**src/rtl/adc_sequencer_pkg.sv**
```systemverilog
// adc_sequencer_pkg
//   Shared types and helpers for the ADC conversion sequencer:
//   - MAX_BITS      : widest conversion result supported (16-bit DAC state)
//   - state_t       : sequencer FSM states
//   - clamp_*       : map out-of-range phase/bit settings to legal values
package adc_sequencer_pkg;

  localparam int MAX_BITS = 16;

  typedef enum logic [2:0] {
    IDLE,
    INIT,
    SAMP,
    COMP,
    UPDATE
  } state_t;

  // A zero-length sampling phase would never end; treat it as one cycle.
  function automatic logic [7:0] clamp_samp_len(input logic [7:0] len);
    return (len == 8'd0) ? 8'd1 : len;
  endfunction

  function automatic logic [3:0] clamp_comp_len(input logic [3:0] len);
    return (len == 4'd0) ? 4'd1 : len;
  endfunction

  // At least one comparison, never more than the result register can hold.
  function automatic logic [4:0] clamp_num_bits(input logic [4:0] n,
                                                input logic [4:0] max_bits);
    if (n == 5'd0) begin
      return 5'd1;
    end
    if (n > max_bits) begin
      return max_bits;
    end
    return n;
  endfunction

endpackage

```
**src/rtl/adc_seq_timer.sv**
```systemverilog
// adc_seq_timer
//   Loadable down-counter producing the end-of-phase strobe for the SAMP and
//   COMP phases. Loading value L makes done high L cycles later, i.e. load
//   (length-1) on the edge that enters a phase and done marks its last cycle.
// Ports:
//   clk, rst  - clock, synchronous active-high reset
//   load      - load value into the counter on this edge
//   value     - reload value
//   done      - counter is at zero (current cycle is the last of the phase)
module adc_seq_timer #(
  parameter int WIDTH = 8
) (
  input  logic             clk,
  input  logic             rst,
  input  logic             load,
  input  logic [WIDTH-1:0] value,
  output logic             done
);

  logic [WIDTH-1:0] count_reg;

  always_ff @(posedge clk) begin
    if (rst) begin
      count_reg <= '0;
    end else if (load) begin
      count_reg <= value;
    end else if (count_reg != '0) begin
      count_reg <= count_reg - 1'b1;
    end
  end

  assign done = (count_reg == '0);

endmodule

```
**src/rtl/adc_sequencer.sv**
```systemverilog
// adc_sequencer
//   Drives the ADC phase strobes (init / sample / compare / update), collects
//   one comparator decision per SAR step into a shift register and delivers
//   the finished word through a one-entry valid/ready output register.
// Ports:
//   clk, rst                 - clock, synchronous active-high reset
//   start, continuous        - conversion request / free-running mode
//   samp_len, comp_len       - phase lengths in cycles (0 behaves as 1)
//   num_bits                 - comparisons per conversion (clamped 1..MAX_BITS)
//   seq_init/samp/comp/update- registered one-hot phase outputs to the ADC
//   comp_out                 - comparator decision from the ADC
//   busy                     - any state other than IDLE
//   result, result_valid, result_ready - output register handshake
//   overrun                  - sticky: an unconsumed result was overwritten
module adc_sequencer #(
  parameter int MAX_BITS = adc_sequencer_pkg::MAX_BITS
) (
  input  logic                clk,
  input  logic                rst,
  input  logic                start,
  input  logic                continuous,
  input  logic [7:0]          samp_len,
  input  logic [3:0]          comp_len,
  input  logic [4:0]          num_bits,
  output logic                seq_init,
  output logic                seq_samp,
  output logic                seq_comp,
  output logic                seq_update,
  input  logic                comp_out,
  output logic                busy,
  output logic [MAX_BITS-1:0] result,
  output logic                result_valid,
  input  logic                result_ready,
  output logic                overrun
);

  import adc_sequencer_pkg::*;

  state_t              state_reg;
  state_t              state_next;
  logic [7:0]          samp_len_reg;
  logic [3:0]          comp_len_reg;
  logic [4:0]          num_bits_reg;
  logic [4:0]          bit_cnt_reg;
  logic [MAX_BITS-1:0] shift_reg;

  logic                latch_params;
  logic                take_bit;
  logic                conv_done;
  logic                timer_load;
  logic [7:0]          timer_value;
  logic                timer_done;

  adc_seq_timer #(
    .WIDTH(8)
  ) u_timer (
    .clk  (clk),
    .rst  (rst),
    .load (timer_load),
    .value(timer_value),
    .done (timer_done)
  );

  always_comb begin
    state_next   = state_reg;
    latch_params = 1'b0;
    take_bit     = 1'b0;
    conv_done    = 1'b0;
    case (state_reg)
      IDLE: begin
        if (start) begin
          state_next   = INIT;
          latch_params = 1'b1;
        end
      end
      INIT: state_next = SAMP;
      SAMP: begin
        if (timer_done) begin
          state_next = COMP;
        end
      end
      COMP: begin
        if (timer_done) begin
          state_next = UPDATE;
          take_bit   = 1'b1;
        end
      end
      UPDATE: begin
        if (bit_cnt_reg < num_bits_reg) begin
          state_next = COMP;
        end else begin
          conv_done = 1'b1;
          if (continuous) begin
            state_next   = INIT;
            latch_params = 1'b1;
          end else begin
            state_next = IDLE;
          end
        end
      end
      default: state_next = IDLE;
    endcase
  end

  // Arm the timer on the edge that enters a timed phase.
  assign timer_load  = (state_next != state_reg) &&
                       ((state_next == SAMP) || (state_next == COMP));
  assign timer_value = (state_next == SAMP) ? (samp_len_reg - 8'd1)
                                            : ({4'd0, comp_len_reg} - 8'd1);

  // Phase outputs are decoded from the next state and registered, so each
  // strobe comes straight from a flop and lines up with the state it names.
  always_ff @(posedge clk) begin
    if (rst) begin
      state_reg  <= IDLE;
      seq_init   <= 1'b0;
      seq_samp   <= 1'b0;
      seq_comp   <= 1'b0;
      seq_update <= 1'b0;
      busy       <= 1'b0;
    end else begin
      state_reg  <= state_next;
      seq_init   <= (state_next == INIT);
      seq_samp   <= (state_next == SAMP);
      seq_comp   <= (state_next == COMP);
      seq_update <= (state_next == UPDATE);
      busy       <= (state_next != IDLE);
    end
  end

  always_ff @(posedge clk) begin
    if (rst) begin
      samp_len_reg <= 8'd1;
      comp_len_reg <= 4'd1;
      num_bits_reg <= 5'd1;
    end else if (latch_params) begin
      samp_len_reg <= clamp_samp_len(samp_len);
      comp_len_reg <= clamp_comp_len(comp_len);
      num_bits_reg <= clamp_num_bits(num_bits, 5'(MAX_BITS));
    end
  end

  always_ff @(posedge clk) begin
    if (rst || (state_reg == INIT)) begin
      bit_cnt_reg <= 5'd0;
    end else if (take_bit) begin
      bit_cnt_reg <= bit_cnt_reg + 5'd1;
    end
  end

  // Decisions enter at the LSB and move up; after N shifts the first one
  // sits at bit N-1 and everything above it is still zero from INIT.
  generate
    for (genvar gi = 0; gi < MAX_BITS; gi++) begin : g_shift
      always_ff @(posedge clk) begin
        if (rst || (state_reg == INIT)) begin
          shift_reg[gi] <= 1'b0;
        end else if (take_bit) begin
          if (gi == 0) begin
            shift_reg[gi] <= comp_out;
          end else begin
            shift_reg[gi] <= shift_reg[(gi == 0) ? 0 : gi-1];
          end
        end
      end
    end
  endgenerate

  // A load always wins; a handshake in the same cycle simply means the old
  // word was taken, so no overrun is flagged.
  always_ff @(posedge clk) begin
    if (rst) begin
      result       <= '0;
      result_valid <= 1'b0;
      overrun      <= 1'b0;
    end else if (conv_done) begin
      result       <= shift_reg;
      result_valid <= 1'b1;
      if (result_valid && !result_ready) begin
        overrun <= 1'b1;
      end
    end else if (result_valid && result_ready) begin
      result_valid <= 1'b0;
    end
  end

endmodule

```
**config.mk**
```make
export PLATFORM = sky130hd
export DESIGN_NAME = adc_sequencer
export DESIGN_NICKNAME = d
export VERILOG_FILES = /design/src/rtl/adc_sequencer_pkg.sv /design/src/rtl/adc_seq_timer.sv /design/src/rtl/adc_sequencer.sv
export SDC_FILE = /design/constraint.sdc
export NUM_CORES = 1
export LEC_CHECK = 0
export CORE_ASPECT_RATIO = 1.2
export CORE_MARGIN = 2
export CORE_UTILIZATION = 40
export DETAILED_ROUTE_END_ITERATION = 6
export SYNTH_ARGS = -nofsm -noshare
export SYNTH_HDL_FRONTEND = slang
export SYNTH_SLANG_ARGS = --single-unit
```
**constraint.sdc**
```tcl
create_clock -name clk -period 2.95 [get_ports clk]
set_input_delay 0.59 -clock clk [delete_from_list [all_inputs] [get_ports clk]]
set_output_delay 0.59 -clock clk [all_outputs]
set_load 0.02 [all_outputs]
```
==> impl_results.rst <==
.. list-table::
   :header-rows: 1

   * - Metric
     - Value
   * - Number of buffers on the longest clock path
     - 2
   * - Overflow left after global routing
     - 0
   * - Fillers
     - 787
   * - Result of the run
     - complete, no violations
   * - Crit path max-delay cell type
     - o21ai_2
   * - Worst path cell trace
     - inv_1 -> ha_1 -> a211oi_2 -> o22ai_1 -> o21ai_2 -> nor2_1 -> a211o_1
   * - Worst-skew pair later-pin latency
     - 0.34 ns
   * - Reported max-cap violation count
     - 0
   * - Area of the mapped netlist
     - 3290 sq um
   * - Wire length of the first global-routing pass
     - 12300 microns
   * - Share of Yosys cell area claimed by the top area cell type
     - 43.8%
   * - Layout cells sized above 1
     - 8.86%
   * - Highest clock rate
     - 398 MHz
   * - Count of clock tree sinks
     - 72
   * - Period Utilization, post-route
     - 85.2%
   * - Register-to-register setup slack
     - 0.44 ns
   * - Layout net count
     - 467
   * - Net count of the mapped netlist
     - 425
   * - Setup TNS Final
     - 0 ns
   * - Count of cell types in the netlist
     - 52
   * - Signed area change from the synthesized netlist to the final layout
     - 21.3%
   * - Core outline area
     - 8060 sq um
   * - Cells after synthesis
     - 393
   * - Slew at the pin with the worst max-slew slack
     - 1.11 ns
   * - Final instance area
     - 3990 sq um
   * - Routed wire per std cell
     - 13.4 microns
   * - Tmin final
     - 2.51 ns
   * - Power density over the cells
     - 643 nW/um^2
   * - Core Rows
     - 36
   * - Placed wire-length estimate
     - 5320 microns
   * - CTS Buf Count
     - 9
   * - TritonCTS clock tree
     - yes
   * - Post-CTS Hold Buffers
     - 0
   * - Dpl cell area
     - 3820 sq um
   * - Cells on worst reg2reg path
     - 7
   * - Count of pins on the block boundary
     - 46
   * - Average via count per standard cell
     - 5.23
   * - Critical setup path kind
     - reg -> reg
   * - Top post-synthesis cells by area
     - dfxtp_1, nand2_1, a21oi_1
   * - YS warnings
     - 0
   * - CTS H-tree lvls
     - 3
   * - Min-delay src
     - num_bits_reg[1]
   * - Clock slew seen by the registers of the worst setup and hold paths
     - 0.07 ns
   * - Cells resized by post-CTS repair
     - 0
   * - Origin of the critical flop-to-flop path
     - num_bits_reg[2]
   * - Remaining number of nets flagged by the antenna check after routing
     - 0
   * - Setup repair after global routing missed its margin
     - no
   * - Total Routing Usage GR
     - 17.3%
   * - Peak supply drop
     - 250 uV
   * - Number of port buffers
     - 45
   * - Portion of the post-synthesis area used by sequential elements
     - 43.8%
   * - Final RePlAce weighted congestion
     - 0.826
   * - Avg Synthesized Cell Area
     - 8.37 sq um
   * - Worst hold path stage count
     - 2
   * - Root buffer cell
     - clkbuf_8
   * - Largest net degree at the start of global routing
     - 34
   * - Main flop type after synthesis
     - dfxtp_1
   * - Leading area contributor after synthesis
     - dfxtp_1
   * - Number of synthesized register bits
     - 72
   * - Chip width
     - 86.8 microns
   * - Initial core utilization
     - 40.8%
   * - Die height
     - 103 microns
   * - Final setup vio count
     - 0
   * - Worst path max stage delay
     - 0.87 ns
   * - Routed vias
     - 2800
   * - Diode insertion count for antenna repair
     - 0
   * - Type of origin of the critical path
     - register
   * - Post-CTS Setup Inserts
     - 0
   * - Tightest Hold Check Type
     - reg -> reg
   * - DRC violations left
     - 0
   * - Critical path endpoint category
     - register
   * - Proportion of synthesized flip-flops having asynchronous set or reset
     - 0%
   * - Worst flop-to-flop path endpoint
     - comp_len_reg[0]
   * - Max FO, Critical Path
     - 24
   * - Number of antenna violations at the first check in global routing
     - 0
   * - Post-route clock skew
     - 0.00952 ns
   * - Final hold violation count
     - 0
   * - Number of max-slew violations in the final report
     - 0
   * - Die area
     - 8970 sq um
   * - Length of the first detailed-routing pass in iterations
     - 4
   * - Vias in the first global route
     - 2779
   * - Worst Hold Path EP
     - num_bits_reg[1]
   * - Number of enable flip-flop cells after synthesis
     - 0
   * - Required time at the worst-slack endpoint
     - 3.18 ns
   * - Worst slew margin
     - 25.9%
   * - Arrival time at the worst endpoint
     - 2.74 ns
   * - Total detailed-routing wirelength
     - 7140 microns
   * - DRC violation total after the first TritonRoute iteration
     - 101
   * - Static leakage
     - 1.51 nW
[cells by family after synthesis]
family | synth area share (%)
buffers and inverters | 4.56
xor gates and xnor gates | 3.99
AOI/OAI and AO/OA | 15.5
DFF | 43.8
adders and majority gates | 3.42
muxes | 3.65
and+or+nand+nor | 25.1
[worst max-delay path, delay by kind of cell, from the launching register on]
| family | cells | cell delay (ns) |
|---|---|---|
| AOI/OAI and AO/OA | 4 | 1.59 |
| buffers and inverters | 1 | 0.05 |
| adders and majority gates | 1 | 0.32 |
| and+or+nand+nor | 1 | 0.11 |
| DFF | 1 | 0.33 |
[metrics by stage]
stage                     util (%)  power [W]  std cells  setup WS [ns]  hold slack [ns]
after global placement        47.3    0.00189        519          0.340            0.441
final                         49.5    0.00257        535          0.435            0.454
after floorplan                  -    0.00170        393          0.886            0.428
after CTS                     49.5    0.00259        535          0.388            0.456
after global routing          49.5    0.00273        535          0.140            0.471
after detailed placement      47.3    0.00190        519          0.292            0.446
[layer usage]
layer | track usage, % | wire [microns]
met5 | 0 | 0
met4 | 6.01 | 99
met3 | 3.41 | 155
met2 | 31.6 | 3760
met1 | 19.9 | 3130
[layout make-up]
| class | instances | area, sq um | area share [%] |
|---|---|---|---|
| tap | 95 | 119 | 2.98 |
| clock inverter | 5 | 32.5 | 0.815 |
| multi-input combinational | 285 | 1700 | 42.7 |
| inverter | 15 | 56.3 | 1.41 |
| sequential | 72 | 1440 | 36.1 |
| timing repair buffer | 52 | 498 | 12.5 |
| clock buffer | 11 | 141 | 3.54 |
[cell usage after synthesis, types with 2 or more instances]
cell       instances
nand2_1           78
dfxtp_1           72
a21oi_1           44
nor2_1            36
inv_1             15
clkbuf_1          13
mux2i_1           12
nor3_1            12
xor2_1            10
ha_1               9
buf_2              6
nand4_1            5
nor3b_1            5
o21ai_0            5
xnor2_1            5
a211oi_1           4
a2bb2oi_1          4
nand2b_1           4
nand3_1            4
nor2b_1            4
or3b_2             4
a211o_1            3
a21o_1             3
nor4_1             3
a311oi_1           2
and4b_1            2
nor4_4             2
or2_2              2
or4_1              2
[how the worst max path moves through the flow]
stage	depth (start not counted)	startpoint	slack [ns]	end
global placement	6	start	0.34	samp_len_reg[0]
detailed placement	6	start	0.29	samp_len_reg[0]
CTS	7	num_bits_reg[2]	0.39	comp_len_reg[0]
global route	7	num_bits_reg[3]	0.14	comp_len_reg[0]
floorplan	8	num_bits_reg[2]	0.89	u_timer.count_reg[6]
finish	7	num_bits_reg[2]	0.44	comp_len_reg[0]
[layout by cell type, fill, tap and decap left out, types with 3 or more instances in the layout]
cell             synthesis  final
a21o_1                   3      3
nor4_1                   3      3
xor2_1                  10     10
buf_4                    0      7
a2bb2oi_1                4      4
o21ai_0                  5      5
inv_1                   15     15
a211oi_1                 4      4
a211o_1                  3      3
nor2b_1                  4      4
ha_1                     9      9
or3b_2                   4      4
clkinv_2                 0      3
xnor2_1                  5      5
nand2_1                 78     78
nand2b_1                 4      4
dfxtp_1                 72     72
nand4_1                  5      5
clkbuf_8                 0     10
a21oi_1                 44     44
nor3_1                  12     12
nor3b_1                  5      5
clkdlybuf4s50_1          0     44
nand3_1                  4      4
mux2i_1                 12     12
nor2_1                  36     36
[power by group]
part	leakage [nW]	internal [W]	switching (W)	total, W
Combinational	0.834	0.000333	0.000389	0.000722
Clock	0.0930	0.000327	0.000366	0.000693
Sequential	0.585	0.00105	0.0000988	0.00115
Note: power is estimated with default switching activity, not from simulation.
